===== src/rtl/recirc_pkg.sv =====
// Shared definitions for the lane recirculator: link state encodings and a
// ceiling-log2 helper usable in constant expressions.
package recirc_pkg;

  typedef enum logic [1:0] {
    ST_IDLE   = 2'b00,
    ST_ACTIVE = 2'b01,
    ST_DRAIN  = 2'b10
  } link_state_e;

  function automatic int clog2(input int value);
    int result;
    int rem;
    result = 0;
    rem    = value - 1;
    while (rem > 0) begin
      result = result + 1;
      rem    = rem >> 1;
    end
    return result;
  endfunction

endpackage


===== src/rtl/recirc_lane_fifo.sv =====
// Single-lane synchronous FIFO. Pointers carry one extra wrap bit so that full
// and empty are distinguished without a separate flag.
module recirc_lane_fifo
  import recirc_pkg::*;
#(
  parameter int WIDTH = 32,
  parameter int DEPTH = 4
) (
  input  logic                   clk_2f,
  input  logic                   reset,
  input  logic                   push,
  input  logic                   pop,
  input  logic [WIDTH-1:0]       wr_data,
  output logic [WIDTH-1:0]       head,
  output logic                   full,
  output logic                   empty,
  output logic [clog2(DEPTH):0]  count
);

  localparam int AW = clog2(DEPTH);

  logic [WIDTH-1:0] mem [DEPTH];
  logic [AW:0]      wr_ptr;
  logic [AW:0]      rd_ptr;

  assign count = wr_ptr - rd_ptr;
  assign full  = (count == (AW + 1)'(DEPTH));
  assign empty = (wr_ptr == rd_ptr);

  // Head reads as zero when empty so the lane output is clean after reset.
  assign head = empty ? '0 : mem[rd_ptr[AW-1:0]];

  always_ff @(posedge clk_2f) begin
    if (!reset) begin
      wr_ptr <= '0;
      rd_ptr <= '0;
    end else begin
      if (push && !full) begin
        wr_ptr <= wr_ptr + 1'b1;
      end
      if (pop && !empty) begin
        rd_ptr <= rd_ptr + 1'b1;
      end
    end
  end

  always_ff @(posedge clk_2f) begin
    if (push && !full) begin
      mem[wr_ptr[AW-1:0]] <= wr_data;
    end
  end

endmodule


===== src/rtl/recirculador_lanes.sv =====
// Multi-lane recirculator: words accepted while the link is active are queued
// per lane toward the main path; everything else is registered onto the probe
// path. Optional per-lane probe statistics are built when RECIRC_STATS_EN is defined.
//
// state     | meaning
// ST_IDLE   | link down, FIFOs empty, all words go to probe
// ST_ACTIVE | link up, valid words are queued per lane
// ST_DRAIN  | link dropped, queued words still drain to main
module recirculador_lanes
  import recirc_pkg::*;
#(
  parameter int WIDTH = 32,
  parameter int LANES = 4,
  parameter int DEPTH = 4,
  parameter int CNT_W = 16
) (
  input  logic                     clk_2f,
  input  logic                     reset,
  input  logic [LANES*WIDTH-1:0]   data_in,
  input  logic [LANES-1:0]         valid_in,
  input  logic                     active,
  input  logic [LANES-1:0]         main_ready,
  output logic [LANES*WIDTH-1:0]   main_data,
  output logic [LANES-1:0]         main_valid,
  output logic [LANES*WIDTH-1:0]   probe_data,
  output logic [LANES-1:0]         probe_valid,
  output logic [LANES-1:0]         overflow,
  output logic [1:0]               link_state
`ifdef RECIRC_STATS_EN
  ,
  output logic [LANES*CNT_W-1:0]   probe_cnt
`endif
);

  localparam int AW = clog2(DEPTH);

  if (DEPTH < 2 || (DEPTH & (DEPTH - 1)) != 0 || CNT_W < 1) begin : g_param_err
    $error("recirculador_lanes: DEPTH must be a power of 2 >= 2 and CNT_W >= 1");
  end

  link_state_e      state_q;
  link_state_e      state_d;
  logic             accept;
  logic             all_empty;
  logic [LANES-1:0] push;
  logic [LANES-1:0] pop;
  logic [LANES-1:0] reject;
  logic [LANES-1:0] fifo_full;
  logic [LANES-1:0] fifo_empty;
  logic [AW:0]      fifo_cnt [LANES];

  assign link_state = state_q;
  assign main_valid = ~fifo_empty;

  // Both the registered state and the live input must agree before queuing.
  assign accept = (state_q == ST_ACTIVE) && active;

  always_comb begin
    push   = '0;
    pop    = '0;
    reject = '0;
    for (int i = 0; i < LANES; i++) begin
      push[i]   = accept && valid_in[i] && !fifo_full[i];
      reject[i] = accept && valid_in[i] && fifo_full[i];
      pop[i]    = main_valid[i] && main_ready[i];
    end
  end

  always_comb begin
    all_empty = 1'b1;
    for (int i = 0; i < LANES; i++) begin
      if (fifo_cnt[i] != '0) begin
        all_empty = 1'b0;
      end
    end
  end

  always_ff @(posedge clk_2f) begin
    if (!reset) begin
      state_q <= ST_IDLE;
    end else begin
      state_q <= state_d;
    end
  end

  always_comb begin
    state_d = state_q;
    unique case (state_q)
      ST_IDLE: begin
        if (active) state_d = ST_ACTIVE;
      end
      ST_ACTIVE: begin
        if (!active) state_d = ST_DRAIN;
      end
      ST_DRAIN: begin
        if (active)         state_d = ST_ACTIVE;
        else if (all_empty) state_d = ST_IDLE;
      end
      default: state_d = ST_IDLE;
    endcase
  end

  for (genvar g = 0; g < LANES; g++) begin : g_lane
    recirc_lane_fifo #(
      .WIDTH (WIDTH),
      .DEPTH (DEPTH)
    ) u_fifo (
      .clk_2f  (clk_2f),
      .reset   (reset),
      .push    (push[g]),
      .pop     (pop[g]),
      .wr_data (data_in[g*WIDTH +: WIDTH]),
      .head    (main_data[g*WIDTH +: WIDTH]),
      .full    (fifo_full[g]),
      .empty   (fifo_empty[g]),
      .count   (fifo_cnt[g])
    );
  end

  // Probe data holds on a push cycle so the last recirculated word stays visible.
  always_ff @(posedge clk_2f) begin
    if (!reset) begin
      probe_data  <= '0;
      probe_valid <= '0;
      overflow    <= '0;
    end else begin
      for (int i = 0; i < LANES; i++) begin
        if (!push[i]) begin
          probe_data[i*WIDTH +: WIDTH] <= data_in[i*WIDTH +: WIDTH];
          probe_valid[i]               <= valid_in[i];
        end else begin
          probe_valid[i] <= 1'b0;
        end
        if (reject[i]) begin
          overflow[i] <= 1'b1;
        end
      end
    end
  end

`ifdef RECIRC_STATS_EN
  localparam logic [CNT_W-1:0] CNT_MAX = '1;

  always_ff @(posedge clk_2f) begin
    if (!reset) begin
      probe_cnt <= '0;
    end else begin
      for (int i = 0; i < LANES; i++) begin
        if (!push[i] && valid_in[i] && (probe_cnt[i*CNT_W +: CNT_W] != CNT_MAX)) begin
          probe_cnt[i*CNT_W +: CNT_W] <= probe_cnt[i*CNT_W +: CNT_W] + 1'b1;
        end
      end
    end
  end
`endif

endmodule


===== config.mk =====
export PLATFORM = sky130hd
export DESIGN_NAME = recirculador_lanes
export DESIGN_NICKNAME = d
export VERILOG_FILES = /design/src/rtl/recirc_pkg.sv /design/src/rtl/recirc_lane_fifo.sv /design/src/rtl/recirculador_lanes.sv
export SDC_FILE = /design/constraint.sdc
export NUM_CORES = 1
export LEC_CHECK = 0
export CAP_MARGIN = 25
export CELL_PAD_IN_SITES_DETAIL_PLACEMENT = 1
export CELL_PAD_IN_SITES_GLOBAL_PLACEMENT = 2
export CORE_MARGIN = 1
export CORE_UTILIZATION = 42
export CTS_CLUSTER_DIAMETER = 40
export DETAILED_ROUTE_END_ITERATION = 16
export GPL_TIMING_DRIVEN = 0
export PLACE_DENSITY_LB_ADDON = 0.3
export SLEW_MARGIN = 25
export SYNTH_ARGS = -nofsm -noshare
export SYNTH_HDL_FRONTEND = slang
export SYNTH_HIERARCHICAL = 1
export SYNTH_SLANG_ARGS = --single-unit

===== constraint.sdc =====
create_clock -name clk_2f -period 7 [get_ports clk_2f]
set_clock_uncertainty 0.2 [all_clocks]
set_input_delay 1.4 -clock clk_2f [delete_from_list [all_inputs] [get_ports clk_2f]]
set_output_delay 1.4 -clock clk_2f [all_outputs]
set_load 0.1 [all_outputs]

==> impl_results.md, run 1 <==
- Worst-margin pin slew: 1.10 ns
- DR iter-0 viols: 701
- WHS Path Cells: 2
- Arr. time, crit path: 3.69 ns
- Share of post-route cells with drive strength above 1: 18.7%
- Cell area after synthesis: 26900 sq um
- Post-Layout Cell Count: 3113
- Grt total ovfl: 0
- Slew Viols, Final: 0
- CTS tree: built
- Register area share after synthesis: 69.8%
- Final HPWL DP: 47200 um
- Post-DRT Antenna Nets: 0
- WL/cell: 22.5 um
- R2r setup slk: 3.28 ns
- Final min period: 5.29 ns
- Crit Reg-Reg Endpoint: g_lane[3].u_fifo/mem[2][9]
- Initial antenna violation count: 5
- Post-synth EDFFs: 512
- Largest net degree at the start of global routing: 25
- DR DRC count: 0
- Syn nets: 1803
- ANT cells: 0
- GRT Overall Usage: 21.5%
- Setup violators final: 0
- Syn Area/Cell: 16.5 sq um
- Nets: 2340
- Detailed Route WL: 70000 um
- Most common cell after layout, fill and taps aside: edfxtp_1
- CORE AREA: 63200 sq um
- Core Util, Final: 57.6%
- Max VDD drop: 0.000189 V
- Die H: 255 um
- Commonest register cell after synthesis: edfxtp_1
- Synth Warn #: 6
- FFs w/ async S/R, synth: 0%
- Area occupied by multi-input gates: 7430 sq um
- Slew headroom: 26.1%
- Most used routing layer: met2
- Row cnt: 92
- R2R Path Start: g_lane[3].u_fifo/wr_ptr[0]
- Met3 Usage GRT: 5.28%
- Post-cts resize count: 0
- WHS: 0.256 ns
- Vias: 15661
- Most frequent cells in the layout: edfxtp_1, clkdlybuf4s50_1, nand2_1
- Die width: 255 um
- Setup TNS Final: 0 ns
- Worst hold start: probe_data[11]
- Final Hold Fails: 0
- Number of port buffers: 408
- Unrepaired setup endpoints after global routing: no
- Reg2Reg Depth: 11
- First-pass GRT wire length: 104000 um
- Initial Utilization: 42.6%
- CP required: 5.40 ns
- Hold Buf Count CTS: 0
- DP Cell Count: 2903
- GPL Wtd Cong: 0.769
- Critical Path Fanout Max: 11
- Status: completed
- Root Driver: clkbuf_16
- Power per cell area: 300 nW/um^2
- #FFs+latches synth: 682
- Met2 usage: 38.0%
- Pre-Repair DR Iteration Count: 5
- Leakage: 12.3 nW
- Vias in the first global route: 17361
- Reg area: 18800 sq um
- Fillcell total: 5769
- Area grow syn2layout: 35.1%
- MaxCap Viol Count: 0
- GR Util met1: 26.0%
- Crit share post-route: 75.6%
- Via density: 5.03
- Min-Delay Path Class: reg -> reg
- CTS HTree Levels: 3
- TritonCTS Sinks: 682
- Clock transition at the registers of the reported paths: 0.05 ns
- TritonCTS Buffers: 110
- FMAX: 189 MHz
- Clk buf depth: 3
- Startpoint Class: flip-flop
- Number of top-level pins: 409
- Pwr Total: 10.9 mW
- Nature of the critical path endpoint: primary output
- Die ar.: 65100 sq um
- Clock Latency Late Sink: 0.65 ns
- Hold Path End: probe_data[11]
- Cells after Synth: 1632
- Netlist cell types: 33
- Post-CTS Setup Inserts: 0
- Crit Path Class: reg -> out
## how the worst max path moves through the flow
| stage | startpoint | end |
|---|---|---|
| global placement | active | g_lane[0].u_fifo/mem[3][17] |
| detailed placement | g_lane[3].u_fifo/wr_ptr[0] | main_data[124] |
| finish | g_lane[3].u_fifo/wr_ptr[0] | main_data[124] |
| floorplan | g_lane[0].u_fifo/wr_ptr[0] | main_data[22] |
| CTS | g_lane[3].u_fifo/wr_ptr[0] | main_data[124] |
| global route | g_lane[0].u_fifo/wr_ptr[0] | main_data[27] |
## cell type report
class / instances / area share, %
Multi-Input combinational cell: 827 / 20.4
Sequential cell: 682 / 51.6
Clock buffer: 124 / 8.00
Timing Repair Buffer: 425 / 12.3
Tap cell: 846 / 2.91
Inverter: 37 / 0.382
Buffer: 86 / 1.69
Clock inverter: 86 / 2.64
## metal layers
metal	up-vias	part of all wire, %
li1	7137	-
met1	8039	40
met2	380	52
met3	97	5.8
met4	8	1.8
met5	-	0.081
## per-stage QoR
stage	instance area (sq um)	setup WS, ns
4_1_cts	36400	1.55
5_1_grt	36400	1.39
3_5_place_dp	32500	2.27
2_1_floorplan	26900	2.89
3_3_place_gp	32100	0.841
6_report	36400	1.71
## where the power goes
group	switching (mW)	internal (mW)	total, mW
sequential	0.0309	4.41	4.44
clock	2.15	3.37	5.52
combinational	0.711	0.255	0.966
total	2.89	8.03	10.9
## flip-flops by register name (all words and copies together) (netlist names), named ones only
signal and cells:
link_state 2, g_lane.u_fifo/rd_ptr 12, g_lane.u_fifo/mem 512, probe_valid 4
overflow 4, probe_data 128, g_lane.u_fifo/wr_ptr 12
## Yosys cell counts (all sizes together) (10+ instances only)
cell	count	area share, %
a21oi	10	0.19
and2	20	0.46
buf	60	1.9
clkbuf	26	0.36
dfxtp	170	13
edfxtp	512	57
ha	28	1.3
inv	37	0.52
mux2i	128	4.8
mux4	128	11
nand2	278	3.9
nor2	24	0.33
nor2b	140	3.3
o21ai	16	0.46
## critical path, cell delays in order (launching register included)
cell and delay, ns:
dfxtp_1 0.36, inv_1 0.11, ha_1 0.37, nand2_1 0.12, nor2_1 0.44, clkbuf_1 0.47
nor2b_1 0.13, clkdlybuf4s50_1 1.02
## logic make-up after synthesis
logic type | count (synthesis) | synth area share [%]
flip-flops | 682 | 69.8
AND/OR/NAND/NOR | 480 | 8.49
multiplexers | 256 | 15.5
buffers and inverters | 123 | 2.79
AO/OA/AOI/OAI | 39 | 1.01
adder cells (fa/ha/maj) | 32 | 1.60
XOR/XNOR | 20 | 0.874
Power figures use the tool's default switching activity.
==> run 2, diff against run 1 <==
--- a/config.mk
+++ b/config.mk
@@ -9,7 +9,7 @@
 export CELL_PAD_IN_SITES_DETAIL_PLACEMENT = 1
 export CELL_PAD_IN_SITES_GLOBAL_PLACEMENT = 2
 export CORE_MARGIN = 1
-export CORE_UTILIZATION = 42
+export CORE_UTILIZATION = 39
 export CTS_CLUSTER_DIAMETER = 40
 export DETAILED_ROUTE_END_ITERATION = 16
 export GPL_TIMING_DRIVEN = 0
==> constraint.sdc (replaced) <==
create_clock -name clk_2f -period 5 [get_ports clk_2f]
set_clock_uncertainty 0.2 [all_clocks]
set_input_delay 1 -clock clk_2f [delete_from_list [all_inputs] [get_ports clk_2f]]
set_output_delay 1 -clock clk_2f [all_outputs]
set_load 0.1 [all_outputs]
==> impl_results.md, run 2 (synthesis gave the netlist of run 1 again) <==
- Clk buf depth: 3 (unchanged)
- Largest net degree at the start of global routing: 25 (unchanged)
- R2R Path Start: g_lane[1].u_fifo/wr_ptr[0] (was g_lane[3].u_fifo/wr_ptr[0])
- Crit Reg-Reg Endpoint: g_lane[1].u_fifo/mem[1][6] (was g_lane[3].u_fifo/mem[2][9])
- DP Cell Count: 2930 (was 2903)
- Detailed Route WL: 69800 um (was 70000 um)
- Clock Latency Late Sink: 0.64 ns (was 0.65 ns)
- Die ar.: 70100 sq um (was 65100 sq um)
- Pre-Repair DR Iteration Count: 5 (unchanged)
- Arr. time, crit path: 3.57 ns (was 3.69 ns)
- GRT Overall Usage: 19.8% (was 21.5%)
- Status: completed (unchanged)
- Slew headroom: 25.6% (was 26.1%)
- Post-DRT Antenna Nets: 0 (unchanged)
- Share of post-route cells with drive strength above 1: 18.1% (was 18.7%)
- Min-Delay Path Class: reg -> reg (unchanged)
- R2r setup slk: 1.35 ns (was 3.28 ns)
- Root Driver: clkbuf_16 (unchanged)
- Number of port buffers: 408 (unchanged)
- TritonCTS Buffers: 105 (was 110)
- WL/cell: 22.3 um (was 22.5 um)
- CORE AREA: 67800 sq um (was 63200 sq um)
- DR iter-0 viols: 777 (was 701)
- Startpoint Class: flip-flop (unchanged)
- Post-Layout Cell Count: 3132 (was 3113)
- Initial antenna violation count: 8 (was 5)
- Setup slack at placement: 0.656 ns (was 2.27 ns)
- Vias in the first global route: 17084 (was 17361)
- Post-CTS Setup Inserts: 0 (unchanged)
- CTS tree: built (unchanged)
- Worst-margin pin slew: 1.11 ns (was 1.10 ns)
- Hold Buf Count CTS: 0 (unchanged)
- Final HPWL DP: 47200 um (about the same)
- Initial Utilization: 39.7% (was 42.6%)
- Die width: 265 um (was 255 um)
- Nature of the critical path endpoint: primary output (unchanged)
- CTS HTree Levels: 3 (unchanged)
- MaxCap Viol Count: 0 (unchanged)
- GPL Wtd Cong: 0.751 (was 0.769)
- Grt total ovfl: 0 (unchanged)
- Max VDD drop: 0.000291 V (was 0.000189 V)
- Crit Path Class: reg -> out (unchanged)
- CP startpoint: g_lane[2].u_fifo/wr_ptr[0] (was g_lane[3].u_fifo/wr_ptr[0])
- Die H: 265 um (was 255 um)
- First-pass GRT wire length: 105000 um (was 104000 um)
- Final min period: 4.77 ns
- Most common cell after layout, fill and taps aside: edfxtp_1 (unchanged)
- FMAX: 210 MHz
- Crit share post-route: 95.3%
- Final WS setup: 0.234 ns (was 1.71 ns)
- CP required: 3.80 ns (was 5.40 ns)
- Pwr Total: 15.0 mW (was 10.9 mW)
- Power per cell area: 413 nW/um^2 (was 300 nW/um^2)
- Area grow syn2layout: 35.3% (was 35.1%)
- Final Hold Fails: 0 (unchanged)
- Clock transition at the registers of the reported paths: 0.06 ns (was 0.05 ns)
- Row cnt: 95 (was 92)
- Nets: 2335 (was 2340)
- TritonCTS Sinks: 682 (unchanged)
- DR DRC count: 0 (unchanged)
- Unrepaired setup endpoints after global routing: no (unchanged)
- Setup violators final: 0 (unchanged)
- Via density: 4.97 (was 5.03)
- Leakage: 13.7 nW (was 12.3 nW)
- Vias: 15576 (was 15661)
- Post-cts resize count: 10 (was 0)
- Number of top-level pins: 409 (unchanged)
- Number of flip-flops under the largest register name: 512 (unchanged)
- Critical Path Fanout Max: 10 (was 11)
- Fillcell total: 6322 (was 5769)
- Most frequent cells in the layout: edfxtp_1, clkdlybuf4s50_1, nand2_1 (unchanged)
- Slew Viols, Final: 0 (unchanged)
- Reg2Reg Depth: 11 (unchanged)
- Setup TNS Final: 0 ns (unchanged)
- Critical path endpoint: main_data[75] (was main_data[124])
[run 2: where the power goes]
part           switching, mW  total [mW]  leakage [nW]  internal [mW]
sequential            0.0447        6.22          6.02           6.18
combinational          0.997        1.35          5.86          0.354
clock                   2.84        7.47          1.79           4.63
total                   3.88        15.0          13.7           11.2
[run 2: worst min path at each step]
stage,slack (ns),cells past startpoint,endpoint,startpoint
3_3_place_gp,0.25,2,probe_data[34],probe_data[34]
2_1_floorplan,0.28,2,g_lane[0].u_fifo/wr_ptr[2],g_lane[0].u_fifo/wr_ptr[2]
5_1_grt,0.28,2,probe_data[90],probe_data[90]
6_report,0.26,2,probe_data[41],probe_data[41]
3_5_place_dp,0.25,2,probe_data[19],probe_data[19]
4_1_cts,0.26,2,probe_data[41],probe_data[41]
[run 2: per-layer routing]
metal,vias to the layer above,part of all wire [%],global-route usage [%]
li1,7110,-,-
met1,7988,41,24.5
met2,383,51,34.5
met4,6,1.7,5.28
met3,89,5.6,4.80
met5,-,0.059,0
[run 2: cell type report]
class	instances	area, sq um	share of cell area [%]
Timing Repair Buffer	425	4640	12.8
Tap cell	873	1090	3.00
Buffer	86	613	1.68
Clock inverter	78	916	2.52
Sequential cell	682	18800	51.6
Multi-Input combinational cell	827	7430	20.4
Inverter	37	139	0.381
Antenna cell	2	5.00	0.0137
Clock buffer	122	2790	7.67
[run 2: critical path, cell delays in order (launching register included)]
cell and delay (ns):
dfxtp_1 0.36, inv_1 0.12, ha_1 0.34, nand2_1 0.12
nor2_1 0.39, clkbuf_1 0.51, nor2b_1 0.09, clkdlybuf4s50_1 0.99
[run 2: through the flow]
step	hold slack [ns]	cell area (sq um)	util (%)
global route	0.276	36400	53.7
floorplan	0.283	26900	-
CTS	0.265	36200	53.5
detailed placement	0.255	32500	48.0
global placement	0.245	32100	47.4
finish	0.261	36400	53.7
==> edit (config.mk and constraints of run 1) <==
`WIDTH` is set to 32 in 2 places; all go to 64.
--- a/src/rtl/recirc_lane_fifo.sv
+++ b/src/rtl/recirc_lane_fifo.sv
@@ -4,5 +4,5 @@
   import recirc_pkg::*;
 #(
-  parameter int WIDTH = 32,
+  parameter int WIDTH = 64,
   parameter int DEPTH = 4
 ) (
--- a/src/rtl/recirculador_lanes.sv
+++ b/src/rtl/recirculador_lanes.sv
@@ -10,5 +10,5 @@
   import recirc_pkg::*;
 #(
-  parameter int WIDTH = 32,
+  parameter int WIDTH = 64,
   parameter int LANES = 4,
   parameter int DEPTH = 4,
Interface: changed (resized data_in, main_data and probe_data); port bits go from 409 to 793. No check against the original RTL was run, so the function may have changed too.
==> edit against run 1 <==
Count of clock-buffer cells in the layout rose by 95. Power rose by 83%. Sequential cell count rose by 640. Highest routed layer unchanged. Sequential power rose by 95%. Setup slack got worse by 0.18 ns. Global-route usage rose by 2.2 points. Area after synthesis rose by 90%. Wire length rose by 110%. Largest power group unchanged. Die area rose by 89%. Final area rose by 87%. Clock power rose by 71%.
==> edit: results (changes against run 1) <==
metric;value;unit;change
status;finished clean;;unchanged
cts_inserted_buffers;179;;was 110
grt_max_degree;43;;was 25
max-vdd-ir-drop;0.000251;V;was 0.000189 V
clock_latency;0.76;ns;was 0.65 ns
vias;29618;;was 15661
place_area;0.0617;mm^2;was 0.0325 mm^2
final_nets;4296;;was 2340
port_buffers;792;;was 408
wl_met2;75700;um;was 36700 um
synth_nets;3295;;was 1803
timing.reg2reg.setup_slack;2.09;ns;was 3.28 ns
grt_use_total;0.237;;was 0.215
drt_iter0_drc;1881;;was 701
hpwl;102000;um;was 47200 um
cp_max_fo;10;;was 11
ys_top_cells_by_count;edfxtp_1, nand2_1, dfxtp_1;;unchanged
met3_length;10800;um;was 4040 um
p_leak;22.7;nW;was 12.3 nW
min_to;probe_data[95];;was probe_data[11]
min_from;probe_data[95];;was probe_data[11]
fillCellCount;11211;;was 5769
largest_reg_flops;1024;;was 512
grt_pass1_wl;212000;um;was 104000 um
drt_wl_total;147000;um;was 70000 um
htreeDepth;4;;was 3
cp.arrival;3.87;ns;was 3.69 ns
wl_met1;56200;um;was 27900 um
place.gp.congestion;0.766;;was 0.769
synth-edff-count;1024;;was 512
layout-drive-gt1-share;0.180;;was 0.187
reg2reg_to;g_lane[3].u_fifo/mem[3][59];;was g_lane[3].u_fifo/mem[2][9]
first_pass_iters;5;;unchanged
==> edit: changes by cell type after synthesis, sizes merged, moves of 24 or more <==
cell | run 1 | this run
buf | 60 | 84
clkbuf | 26 | 86
dfxtp | 170 | 298
edfxtp | 512 | 1024
mux2i | 128 | 256
mux4 | 128 | 256
nand2 | 278 | 534
nor2b | 140 | 248
==> edit: where the power goes <==
part           total, mW  switching, mW  internal [mW]  leakage, nW
logic               1.89           1.41          0.475         7.92
registers           8.64         0.0611           8.58         11.7
clock network       9.46           3.65           5.81         3.07
==> edit: kinds of logic after synthesis <==
kind of cell,after synthesis,synth area share
AO/OA/AOI/OAI,39,0.00529
XOR/XNOR,20,0.00460
adder cells (fa/ha/maj),32,0.00842
buffers and inverters,207,0.0208
flip-flops,1322,0.718
multiplexers,512,0.163
AND/OR/NAND/NOR,864,0.0794
==> edit: how the worst max path moves through the flow <==
stage                                from                     endpoint  slack (ns)
2_1_floorplan                      active   g_lane[0].u_fifo/mem[3][0]        1.30
3_3_place_gp                       active  g_lane[3].u_fifo/mem[3][18]       -2.52
3_5_place_dp                       active  g_lane[3].u_fifo/mem[3][44]        1.38
4_1_cts        g_lane[2].u_fifo/wr_ptr[0]               main_data[133]        1.38
5_1_grt        g_lane[2].u_fifo/wr_ptr[0]               main_data[133]        1.23
6_report       g_lane[2].u_fifo/wr_ptr[0]               main_data[133]        1.53
==> edit: layer usage <==
metal,GRT usage,vias up
met1,0.279,15286
met2,0.415,851
met5,0,-
met3,0.0697,243
met4,0.0779,18
li1,-,13220
==> edit: area by class of cell <==
type                       instances  area share
clock buffer                     219      0.0722
antenna                            9    0.000331
tap                             1612      0.0297
timing repair buffer             820       0.124
clock inverter                   119      0.0210
sequential                      1322       0.540
buffer                           170      0.0137
multi-input combinational       1467       0.197
inverter                          37     0.00204
==> edit: critical path, cell delays in order (launching register included) <==
cell             delay (ns)
dfxtp_1                0.36
inv_1                  0.12
ha_1                   0.34
nand2_1                0.12
nor2_1                 0.14
buf_4                  0.25
clkbuf_1               0.49
and2b_1                0.27
clkdlybuf4s50_1        1.00
==> edit: stage by stage <==
stage / hold slack (ns) / util / std cells / setup slack (ns)
after floorplan: 0.283 / - / 2996 / 1.30
after global placement: 0.244 / 0.507 / 5400 / -2.52
after detailed placement: 0.251 / 0.513 / 5428 / 1.38
after CTS: 0.260 / 0.565 / 5766 / 1.38
after global routing: 0.276 / 0.565 / 5772 / 1.23
final: 0.255 / 0.565 / 5775 / 1.53
